[src/rtl/bin2bcd_param.sv]
// bin2bcd_param: sequential double-dabble binary-to-BCD converter; ports: clk, nrst (sync active-low), in, start -> bcd, neg, ovf, blank, busy, done
module bin2bcd_param #(
  parameter int IN_W      = 8,
  parameter int DIGITS    = 3,
  parameter int SIGNED_EN = 0,
  parameter int BLANK_LZ  = 1
) (
  input  logic                  clk,
  input  logic                  nrst,
  input  logic [IN_W-1:0]       in,
  input  logic                  start,
  output logic [4*DIGITS-1:0]   bcd,
  output logic                  neg,
  output logic                  ovf,
  output logic [DIGITS-1:0]     blank,
  output logic                  busy,
  output logic                  done
);
  localparam int BW = 4 * DIGITS;
  localparam int CW = $clog2(IN_W + 1);
  typedef enum logic [1:0] {IDLE, CONV, FINISH} state_t;
  state_t state, state_nx;
  logic [BW-1:0] dig, dig_c;
  logic [IN_W-1:0] mag, mag_in;
  logic [IN_W:0] neg_full;
  logic [CW-1:0] cnt;
  logic [DIGITS-1:0] blank_w;
  logic sgn, ovf_w, neg_in, last, lz;
  // negation at IN_W+1 bits so the most negative input maps to its true magnitude
  assign neg_in   = SIGNED_EN != 0 && in[IN_W-1];
  assign neg_full = -{in[IN_W-1], in};
  assign mag_in   = neg_in ? neg_full[IN_W-1:0] : in;
  assign last     = cnt == CW'(IN_W - 1);
  assign busy     = state != IDLE;
  always_comb begin
    state_nx = state == IDLE ? (start ? CONV : IDLE) :
               state == CONV ? (last ? FINISH : CONV) : IDLE;
  end
  always_comb begin
    dig_c = dig;
    for (int d = 0; d < DIGITS; d++)
      dig_c[4*d +: 4] = dig[4*d +: 4] >= 4'd5 ? dig[4*d +: 4] + 4'd3 : dig[4*d +: 4];
  end
  // digit i is blank when it and every digit above it are zero
  always_comb begin
    blank_w = '0;
    lz = 1'b1;
    for (int i = DIGITS - 1; i >= 1; i--) begin
      lz = lz && dig[4*i +: 4] == 4'd0;
      blank_w[i] = BLANK_LZ != 0 && lz;
    end
  end
  always_ff @(posedge clk) begin
    if (!nrst) begin
      state <= IDLE;
      dig   <= '0;
      mag   <= '0;
      cnt   <= '0;
      sgn   <= 1'b0;
      ovf_w <= 1'b0;
      bcd   <= '0;
      neg   <= 1'b0;
      ovf   <= 1'b0;
      blank <= '0;
      done  <= 1'b0;
    end else begin
      state <= state_nx;
      done  <= state == FINISH;
      if (state == IDLE && start) begin
        mag   <= mag_in;
        sgn   <= neg_in;
        dig   <= '0;
        cnt   <= '0;
        ovf_w <= 1'b0;
      end
      if (state == CONV) begin
        {dig, mag} <= {dig_c, mag} << 1;
        ovf_w      <= ovf_w | dig_c[BW-1];
        cnt        <= cnt + 1'b1;
      end
      if (state == FINISH) begin
        bcd   <= dig;
        neg   <= sgn;
        ovf   <= ovf_w;
        blank <= blank_w;
      end
    end
  end
endmodule

[config.mk]
export PLATFORM = sky130hd
export DESIGN_NAME = bin2bcd_param
export DESIGN_NICKNAME = d
export VERILOG_FILES = /design/src/rtl/bin2bcd_param.sv
export SDC_FILE = /design/constraint.sdc
export NUM_CORES = 1
export LEC_CHECK = 0
export CORE_UTILIZATION = 48
export DETAILED_ROUTE_END_ITERATION = 8
export PLACE_DENSITY = 0.83
export SLEW_MARGIN = 20
export SYNTH_ARGS = -nofsm -noshare
export SYNTH_HDL_FRONTEND = slang
export SYNTH_SLANG_ARGS = --single-unit
export TNS_END_PERCENT = 10
[constraint.sdc]
create_clock -name clk -period 1.66 [get_ports clk]
set_clock_uncertainty 0.2 [all_clocks]
set_input_delay 0.498 -clock clk [delete_from_list [all_inputs] [get_ports clk]]
set_output_delay 0.498 -clock clk [all_outputs]
set_load 0.01 [all_outputs]
* Word-level counts from Yosys, hierarchy flattened
Cells that the tools add are included.
Operators by class: bitwise operators 2, equal/unequal tests 3, magnitude comparators 3, add/sub/neg operators 4, multiplexer cells 15, reductions and logical operators 8
Operator list (number):
- $mux 12 | 2
- $mux 4 | 5
- $mux 8 | 2
- $add 4x2->4 const B | 3
- $ge 4x3->1 const B | 3
- $logic_not 4->1 | 2
- $mux 2 | 3
- $add 4x1->4 const B | 1
- $eq 4x3->1 const B | 1
- $reduce_bool 2->1 | 2
- $mux 1 | 3
- $eq 2x1->1 const B | 1
- $eq 2x2->1 const B | 1
- $logic_and 1x1->1 | 2
- $logic_not 2->1 | 1
- $reduce_or 2->1 | 1
- $not 1->1 | 1
- $or 1x1->1 | 1
Storage, ports and cells: register bits after elaboration 43, output and inout port bits 19, logic and storage cells 45

* Logic depth before layout (Yosys ltp)
Gate-level depths: netlist (run 1).
word-level depth 4, mapped depth 6

* Worst setup path after synthesis (run 1)
OpenSTA, ideal clock, no wires.
path type register to register, from register dig[1], to register dig[2], path buffers 0, arrival 1.281 ns, stages on the path, launching flop included 7, required time 1.343 ns, path slack 0.062 ns, path through dfxtp_1 inv_1 ha_1 nand2b_1 a21oi_1 mux2i_1 a22o_2
Between the ends: longest elaborated chain between the ends 3, elaborated cells between the ends (all ways) 4
RTL lines:
- start: declaration | line 23 | logic [BW-1:0] dig, dig_c;
- start signal: assignment | line 77 | {dig, mag} <= {dig_c, mag} << 1;
- $add 4x2->4 / $ge 4x3->1 (equally long branches) | line 42 | dig_c[4*d +: 4] = dig[4*d +: 4] >= 4'd5 ? dig[4*d +: 4] + 4'd3 : dig[4*d +: 4];
- $mux 4 (*) | line 42
- $mux 12 (*) | line 76 | if (state == CONV) begin
Mark *: on every way between the ends. The rest lies on a longest branch, timed or not. A chain may end at the register's enable or synchronous reset.

* Worst setup path in the final report (run 1)
from register state[1], to output busy
Between the ends: longest elaborated chain between the ends 1
RTL lines:
- start: declaration | line 22 | state_t state, state_nx;
- start signal: assignment | line 67 | state <= state_nx;
- $reduce_bool 2->1 | line 34 | assign busy = state != IDLE;
- end: declaration | line 16 | output logic busy,
Every way passes these cells.

==> flow_summary_export.csv, run 1 <==
group,metric,value,unit
cts,cts_sinks,43,
worst_setup_path,crit_buf_inv,2,
run_status,run_status,"finished, final reports clean",
floorplanning,ios,30,
floorplanning,die_area,4290,um2
sta,finalSetupViolations,0,
worst_setup_path,crit_type,"reg -> out",
place,hpwlAfterDp,2870,um
layout,drive_gt1_share,19.4,%
logic_synthesis,muxShareOfSynthArea,2.13,%
sta,clock.fmax,610,MHz
logic_synthesis,synth_top_cell_by_area,"dfxtp_1",
detailed_routing,vias,1656,
logic_synthesis,ys.flop_type,"dfxtp_1",
layout,nets,281,
detailed_routing,drt_pre_antenna_iters,4,
detailed_routing,routed_via_density,5.32,
power,ir_drop,0.574,mV
detailed_routing,drtIter0Drc,143,
logic_synthesis,yosys.area_share.simple,17.4,%
worst_setup_path,crit_path_end_kind,"output port",
power,power,0.00207,W
global_route,grt_pass1_vias,1534,
logic_synthesis,avgSynthCellArea,8.88,um2
worst_setup_path,critPathMaxStageDelay,0.34,ns
layout,fin_util,65.3,%
floorplanning,core_area,3770,um2
worst_setup_path,setup.worst_path.start_class,"flip-flop",
logic_synthesis,synthAdderAreaFrac,5.17,%
logic_synthesis,ys_ff_latch,43,
worst_setup_path,crit_required,0.96,ns
logic_synthesis,synth_top_family_by_area,"compound AO/OA/AOI/OAI gates",
sta,grt_setup_unrepaired,"yes",
logic_synthesis,ys_seq_area_share,44.4,%
logic_synthesis,synth_xor_area_share,1.81,%
detailed_routing,drtAntennaViolNets,0,
job,max_cap_viol_count,0,
cts,cts_buffers,5,
logic_synthesis,yosysTopAreaCellShare,44.4,%
floorplanning,die_y,65.5,um
power,cellPowerDensity,841,nW/um2
sta,hold_violations,0,
cts,path_clk_slew,0.09,ns
detailed_routing,wl_per_cell,12.8,um
logic_synthesis,synth_async_sr_flop_share,0,%
floorplanning,start_util,51.4,%
global_route,grt_use_total,21.3,%
cts,cts_max_path_buffers,2,
logic_synthesis,ys_top_cells_by_area,"dfxtp_1 (44%), nand2_1 (7.4%), a21boi_0 (6.2%)",
logic_synthesis,synthCells,218,
layout,num_antenna_cells,0,
worst_setup_path,crit_chain,"nor2_4 -> inv_1 -> buf_2",
logic_synthesis,synth_compound_area_share,21.6,%
sta,slew_viol_final,0,
cts,htree_levels,2,
global_route,grt_pass1_wl,6870,um
sta,fin_crit,1.64,ns
floorplanning,num_rows,22,
sta,finalCritPeriodShare,98.8,%
floorplanning,die_x,65.5,um
detailed_routing,post-route-drc-count,0,
worst_setup_path,crit_family,"flip-flops",
place,gp_congestion,0.778,
cts,cts_tree,"built",
layout,syn_to_final_growth,27.2,%
logic_synthesis,synth.distinct_cells,41,
power,p_leak,1.05,nW
global_route,grt_overflow,0,
cts,post_cts_buffers,0,
global_route,antenna_found_initial,0,
place,portBuffers,27,
logic_synthesis,syn_area,1940,um2
worst_hold_path,worst_hold_path_type,"reg -> reg",
worst_setup_path,path_max_fanout,3,
worst_setup_path,cp_slowest_cell,"dfxtp_2",
worst_setup_path,arrival,0.94,ns
cts,clk_latency,0.30,ns
logic_synthesis,ys_warn_count,0,
logic_synthesis,synth_edf_count,0,
detailed_routing,wl,3980,um
global_route,grt_max_degree,20,
cts,cts_root_buf,"clkbuf_8",
power breakdown:
| part | total (W) | switching (W) | leakage, nW | internal, W |
|---|---|---|---|---|
| Sequential | 0.00107 | 0.0000176 | 0.350 | 0.00106 |
| Clock | 0.000824 | 0.000376 | 0.0581 | 0.000448 |
| Combinational | 0.000175 | 0.0000865 | 0.646 | 0.0000880 |
kinds of logic (layout without fill, tap and decap cells):
kind of cell    count (synthesis)  after routing
other cells                     1              2
flops                          43             43
fa+ha+maj                       8              8
compound gates                 62             62
buf+inv                        25             69
simple gates                   71             71
xor+xnor                        4              4
mux                             4              4
per-stage QoR:
step	setup TNS [ns]	setup WS (ns)	cells	hold slack, ns	area, um2
6_report	0	0.0194	311	0.258	2460
5_1_grt	-0.150	-0.0714	311	0.287	2460
4_1_cts	0	0.0123	311	0.255	2440
3_5_place_dp	-8.18	-0.334	303	0.242	2340
3_3_place_gp	-6.84	-0.290	303	0.235	2340
2_1_floorplan	0	0.0622	219	0.218	1940
layout by cell type (no fill, tap or decap), types with 3 or more instances in the layout:
master / count
a22o_2: 3
a222oi_1: 3
nand2_1: 38
a21oi_1: 6
dfxtp_1: 40
nor2_1: 6
dfxtp_2: 3
a21oi_2: 3
xnor2_1: 3
mux2i_1: 3
o22ai_1: 4
clkdlybuf4s50_1: 8
a21boi_0: 16
o21ai_0: 15
inv_1: 11
clkbuf_8: 5
nand2b_1: 3
ha_1: 6
buf_4: 22
dlygate4sd2_1: 16
nor2b_1: 4
nor3_1: 4
timing repair:
item | 4_1_cts | 5_1_grt
setup endpoints to repair | 20 | 23
pin swaps | 1 | 2
gates resized for setup | 26 | 12
hold endpoints to repair | 0 | 0
hold buffers | 0 | 0
path summary, 6_finish.rpt:
path | from | end | slack (ns) | depth (start not counted)
max reg2reg | state[1]$_SDFF_PP0_ | dig[6]$_SDFFE_PN0P_ | 0.06 | 5
min reg2reg | cnt[3]$_SDFFE_PN0P_ | cnt[3]$_SDFFE_PN0P_ | 0.26 | 1
max | state[1]$_SDFF_PP0_ | busy | 0.02 | 3
min | cnt[3]$_SDFFE_PN0P_ | cnt[3]$_SDFFE_PN0P_ | 0.26 | 1
cell type report:
type | count | area, um2
tap | 48 | 60.1
sequential | 43 | 865
fill | 321 | 1310
clock inverter | 3 | 43.8
clock buffer | 5 | 68.8
inverter | 12 | 45.0
multi-input combinational | 151 | 971
timing repair buffer | 49 | 410
state kept, by name, summed over array words and instances (netlist names):
name and flops:
cnt 4, ovf 1, done 1, mag 8, dig 12, state 2
blank 2, bcd 12, ovf_w 1
Yosys cell counts (2+ instances only):
library cell and instances:
inv_1 12, ha_1 8, nand3_1 2, nand2_1 38
buf_6 2, o22ai_1 4, xnor2_1 3, a21boi_0 16
nor2_1 7, a32oi_1 2, nand3b_1 2, and3_1 2
nor3b_1 3, nor3_1 4, nand2b_1 4, dfxtp_1 43
buf_4 8, a22o_1 2, a21oi_1 9, mux2i_1 3
a222oi_1 3, o21ai_0 16, a22o_2 3, clkbuf_1 2
nor2b_1 4
layer usage:
metal | vias up | track usage (%) | part of all wire, %
met5 | - | 0 | 0
met4 | 0 | 13.6 | 3.0
met3 | 12 | 4.34 | 5.4
met2 | 51 | 31.8 | 45
met1 | 760 | 27.8 | 46
li1 | 833 | - | -
Note: power is estimated with default switching activity, not from simulation.
==> run 2: changes to the inputs <==
--- a/config.mk
+++ b/config.mk
@@ -5,9 +5,9 @@
 export SDC_FILE = /design/constraint.sdc
 export NUM_CORES = 1
 export LEC_CHECK = 0
-export CORE_UTILIZATION = 48
+export CORE_UTILIZATION = 57
 export DETAILED_ROUTE_END_ITERATION = 8
-export PLACE_DENSITY = 0.83
+export PLACE_DENSITY = 0.92
 export SLEW_MARGIN = 20
 export SYNTH_ARGS = -nofsm -noshare
 export SYNTH_HDL_FRONTEND = slang
==> constraint.sdc (replaced) <==
create_clock -name clk -period 2 [get_ports clk]
set_clock_uncertainty 0.2 [all_clocks]
set_input_delay 0.6 -clock clk [delete_from_list [all_inputs] [get_ports clk]]
set_output_delay 0.6 -clock clk [all_outputs]
set_load 0.01 [all_outputs]
==> run 2 against run 1 <==
Cell count decreased by 3.5%. Largest cell class unchanged. Critical path type unchanged. Flip-flop and latch count unchanged. Via count increased by 3.3%. Non-clock buffer count decreased by 7. Critical path depth unchanged.
==> flow_summary_export.csv, run 2 (same netlist as run 1, synthesis figures left out) <==
group,metric,value,unit
run_status,run_status,"finished, final reports clean",
global_route,met2_usage,44.1,%
worst_setup_path,crit_type,"reg -> out",
power,ir_drop,0.757,mV
sta,clock.fmax,513,MHz
floorplanning,core_area,3130,um2
layout,nets,274,
layout,final_common_cell,"dfxtp_1",
worst_hold_path,worst_hold_path_type,"reg -> reg",
worst_setup_path,critPathMaxStageDelay,0.35,ns
global_route,use_met3,6.49,%
cts,cts_tree,"built",
cts,clk_latency,0.35,ns
worst_setup_path,path_max_fanout,2,
floorplanning,die_x,60.3,um
worst_setup_path,crit_chain,"nor2_2 -> inv_1 -> dlygate4sd2_1",
cts,htree_levels,2,
sta,fin_crit,1.95,ns
cts,path_clk_slew,0.12,ns
detailed_routing,drt_pre_antenna_iters,5,
floorplanning,start_util,61.9,%
global_route,grt_util_met1,31.0,%
detailed_routing,wl,4270,um
detailed_routing,post-route-drc-count,0,
place,portBuffers,27,
floorplanning,die_area,3630,um2
layout,final_cell_mix,"dfxtp_1 (42), nand2_1 (38), dlygate4sd2_1 (17)",
worst_setup_path,cp_slowest_cell,"dfxtp_2",
worst_setup_path,crit_buf_inv,2,
worst_setup_path,crit_required,1.20,ns
power,clkPwrFrac,35.3,%
layout,drive_gt1_share,12.9,%
global_route,grt_overflow,0,
place,dp.cells,291,
floorplanning,ios,30,
global_route,grt_max_degree,17,
floorplanning,die_y,60.3,um
job,max_cap_viol_count,0,
power,power_frac_comb,9.4,%
layout,largestRegisters,"bcd: 12 flops, dig: 12 flops, mag: 8 flops",
sta,hold_violations,0,
place,gp_congestion,0.816,
layout,stdcell_count,300,
detailed_routing,routed_via_density,5.70,
worst_setup_path,arrival,1.15,ns
power,cellPowerDensity,688,nW/um2
power,switching_share,22.7,%
detailed_routing,vias,1710,
power,power.internal,0.00125,W
sta,finalSetupViolations,0,
power,power,0.00162,W
detailed_routing,drtAntennaViolNets,0,
cts,cts_buffers,5,
detailed_routing,wl_per_cell,14.2,um
global_route,antenna_found_initial,0,
sta,slew_viol_final,0,
cts,cts_max_path_buffers,2,
layout,fin_util,75.2,%
global_route,grt_use_total,26.0,%
power,p_leak,1.01,nW
global_route,grt_pass1_vias,1585,
sta,finalCritPeriodShare,97.5,%
cts,cts_root_buf,"clkbuf_4",
power,power_frac_seq,55.2,%
global_route,top_usage_layer,"met2",
layout,syn_to_final_growth,21.4,%
worst_setup_path,crit_path_end_kind,"output port",
layout,num_antenna_cells,0,
power,p_switching,0.000368,W
cts,cts_sinks,43,
worst_setup_path,crit_family,"flip-flops",
detailed_routing,drtIter0Drc,91,
place,hpwlAfterDp,3080,um
cts,cts_hold_buf,0,
worst_setup_path,setup.worst_path.start_class,"flip-flop",
global_route,grt_pass1_wl,6970,um
floorplanning,num_rows,20,
-- run 2: cell types whose count changed in the layout (fill, tap and decap cells not counted), sizes merged --
| cell | before | now |
|---|---|---|
| clkdlybuf4s50 | 8 | 10 |
| buf | 23 | 15 |
| clkbuf | 5 | 6 |
| dlygate4sd2 | 16 | 17 |
| clkinv | 2 | 1 |
| clkdlybuf4s15 | 2 | 0 |
-- run 2: power by group through the flow --
stage	logic [W]	clock network [W]	registers (W)
global route	0.000166	0.000618	0.000896
floorplan	0.0000942	0	0.000908
detailed placement	0.000147	0	0.000911
finish	0.000152	0.000572	0.000894
CTS	0.000147	0.000577	0.000893
global placement	0.000143	0	0.000911
-- run 2: worst min-delay path, delay by kind of cell, from the launching register on --
| family | cells | cell delay [ns] |
|---|---|---|
| flip-flops | 1 | 0.33 |
| AND/OR/NAND/NOR | 1 | 0.04 |
| AO/OA/AOI/OAI | 1 | 0.06 |
-- run 2: final cells by class --
type | instances | area [um2]
Timing Repair Buffer | 42 | 362
Tap cell | 44 | 55.1
Sequential cell | 43 | 862
Fill cell | 230 | 776
Clock buffer | 6 | 51.3
Inverter | 12 | 45.0
Clock inverter | 2 | 35.0
Multi-Input combinational cell | 151 | 942
-- run 2: through the flow --
step	hold slack, ns	setup slack [ns]	setup TNS, ns	area [um2]
4_1_cts	0.261	0.0195	0	2340
5_1_grt	0.284	-0.00267	-0.00267	2350
3_3_place_gp	0.246	-0.0516	-0.317	2280
6_report	0.268	0.0503	0	2350
3_5_place_dp	0.244	-0.125	-0.888	2280
2_1_floorplan	0.218	0.371	0	1940
-- run 2: final timing paths --
check,startpoint,endpoint,slack (ns),cells after the start
max,state[1]$_SDFF_PP0_,busy,0.05,3
min,bcd[7]$_SDFFE_PN0P_,bcd[7]$_SDFFE_PN0P_,0.27,2
max reg2reg,dig[1]$_SDFFE_PN0P_,dig[2]$_SDFFE_PN0P_,0.22,6
min reg2reg,bcd[7]$_SDFFE_PN0P_,bcd[7]$_SDFFE_PN0P_,0.27,2
-- run 2: per-layer routing --
metal	vias up	wire length [um]
li1	824	-
met1	808	1820
met2	64	2110
met3	14	235
met4	0	111
met5	-	0
-- run 2: timing repair --
item,in CTS,in global routing
gates resized for setup,18,1
buffers inserted,0,1
setup endpoints to repair,17,1
pin swaps,0,1
==> run 3: changes to the inputs <==
--- a/config.mk
+++ b/config.mk
@@ -8,6 +8,7 @@
 export CORE_UTILIZATION = 57
 export DETAILED_ROUTE_END_ITERATION = 8
 export PLACE_DENSITY = 0.92
+export SKIP_LAST_GASP = 1
 export SLEW_MARGIN = 20
 export SYNTH_ARGS = -nofsm -noshare
 export SYNTH_HDL_FRONTEND = slang
==> run 3 against run 2 <==
The flow now finishes with violations (negative setup slack). Count of clock-buffer cells in the layout stayed put. Worst hold slack worse by 0.00096 ns. Utilization is 0.44 points higher. Routed wire length is 3.0% lower. Largest cell class unchanged. Clock power hardly changed. First-iteration DRC count stayed put. Global-route usage stayed put. Via count is 2.7% lower. Register-to-register slack hardly changed.
==> flow_summary_export.csv, run 3 (same netlist as run 1, synthesis figures left out) <==
group,metric,value,unit
detailed_routing,post-route-drc-count,0,
run_status,run_status,"finished, violations left",
floorplanning,num_rows,20,
detailed_routing,drt_pre_antenna_iters,4,
worst_setup_path,ff2ff_setup_slack,0.22,ns
place,hpwlAfterDp,3080,um
worst_setup_path,crit_buf_inv,1,
place,placed_area,2280,um2
global_route,grt_util_met1,31.0,%
power,ir_drop,0.754,mV
cts,cts_max_path_buffers,2,
detailed_routing,wl,4140,um
worst_hold_path,worst_hold_path_type,"reg -> reg",
run_status,violations,"negative setup slack",
floorplanning,die_y,60.3,um
cts,cts_buffers,5,
detailed_routing,vias,1664,
global_route,grt_overflow,0,
worst_setup_path,crit_chain,"clkdlybuf4s50_1",
power,p_leak,0.947,nW
sta,worst_slack,-0.0539,ns
floorplanning,core_area,3130,um2
worst_setup_path,path_max_fanout,2,
layout,nets,273,
power,cellPowerDensity,682,nW/um2
global_route,grt_pass1_vias,1585,
place,gp_congestion,0.816,
layout,fin_util,75.6,%
global_route,top_usage_layer,"met2",
sta,finalCritPeriodShare,103,%
layout,largestRegisters,"bcd: 12 flops, dig: 12 flops, mag: 8 flops",
floorplanning,die_area,3630,um2
layout,num_antenna_cells,0,
sta,finalSetupViolations,15,
global_route,use_met3,6.49,%
floorplanning,start_util,61.9,%
layout,drive_gt1_share,12.2,%
sta,clock.fmax,487,MHz
cts,path_clk_slew,0.12,ns
detailed_routing,routed_via_density,5.57,
place,portBuffers,27,
worst_setup_path,arrival,1.25,ns
global_route,grt_max_degree,17,
power,power,0.00161,W
layout,nFillCells,222,
sta,grt_setup_unrepaired,"yes",
cts,cts_hold_buf,0,
cts,htree_levels,2,
layout,final_cell_mix,"dfxtp_1 (43), nand2_1 (38), clkdlybuf4s50_1 (25)",
sta,hold_violations,0,
sta,fin_crit,2.05,ns
detailed_routing,wl_per_cell,13.9,um
cts,cts_tree,"built",
worst_setup_path,crit_type,"reg -> out",
worst_setup_path,critPathMaxStageDelay,0.54,ns
sta,slew_viol_final,0,
layout,fin_area,2370,um2
worst_setup_path,setup.worst_path.start_class,"flip-flop",
layout,syn_to_final_growth,22.2,%
global_route,grt_pass1_wl,6970,um
global_route,met2_usage,44.1,%
global_route,antenna_found_initial,0,
worst_setup_path,crit_family,"buffers and inverters",
layout,final_common_cell,"dfxtp_1",
global_route,grt_use_total,26.0,%
detailed_routing,drtAntennaViolNets,0,
worst_setup_path,crit_path_end_kind,"output port",
place,place_ws,-0.125,ns
cts,cts_sinks,43,
floorplanning,ios,30,
worst_setup_path,crit_required,1.20,ns
cts,post_cts_buffers,0,
floorplanning,die_x,60.3,um
job,max_cap_viol_count,0,
detailed_routing,drtIter0Drc,91,
cts,cts_root_buf,"clkbuf_4",
cts,clk_latency,0.35,ns
worst_setup_path,cp_slowest_cell,"clkdlybuf4s50_1",
-- run 3: area by class of cell --
| cell class | count | area (um2) | area share (%) |
|---|---|---|---|
| repair buffers | 41 | 377 | 15.9 |
| multi-input cells | 151 | 942 | 39.8 |
| inverters | 12 | 45.0 | 1.90 |
| flip-flops and latches | 43 | 861 | 36.4 |
| clock inverters | 2 | 35.0 | 1.48 |
| well taps | 44 | 55.1 | 2.33 |
| clock buffers | 6 | 51.3 | 2.17 |
-- run 3: path summary, 6_finish.rpt --
| path | start | to | cells past startpoint |
|---|---|---|---|
| min reg2reg | cnt[3]$_SDFFE_PN0P_ | cnt[3]$_SDFFE_PN0P_ | 1 |
| max | bcd[9]$_SDFFE_PN0P_ | bcd[9] | 1 |
| max reg2reg | dig[1]$_SDFFE_PN0P_ | dig[2]$_SDFFE_PN0P_ | 6 |
| min | cnt[3]$_SDFFE_PN0P_ | cnt[3]$_SDFFE_PN0P_ | 1 |
-- run 3: power breakdown --
part | internal, W | switching, W | total (W)
Combinational | 0.0000739 | 0.0000744 | 0.000148
Sequential | 0.000878 | 0.0000152 | 0.000893
Clock | 0.000295 | 0.000276 | 0.000571
-- run 3: through the flow --
stage | hold slack (ns) | instances | TNS, ns
floorplan | 0.218 | 219 | 0
global placement | 0.246 | 291 | -0.317
detailed placement | 0.244 | 291 | -0.888
CTS | 0.261 | 299 | -0.678
global route | 0.286 | 299 | -1.39
finish | 0.267 | 299 | -0.509
-- run 3: repair_timing --
action	4_1_cts	5_1_grt
endpoints found under the setup margin	17	17
hold endpoints to repair	0	0
gates resized for setup	2	1
-- run 3: routing by layer --
metal | vias to the layer above | part of all wire (%) | routed length, um
met5 | - | 0 | 0
met4 | 0 | 2.7 | 111
met3 | 14 | 5.1 | 213
met2 | 60 | 49 | 2030
met1 | 770 | 43 | 1790
li1 | 820 | - | -
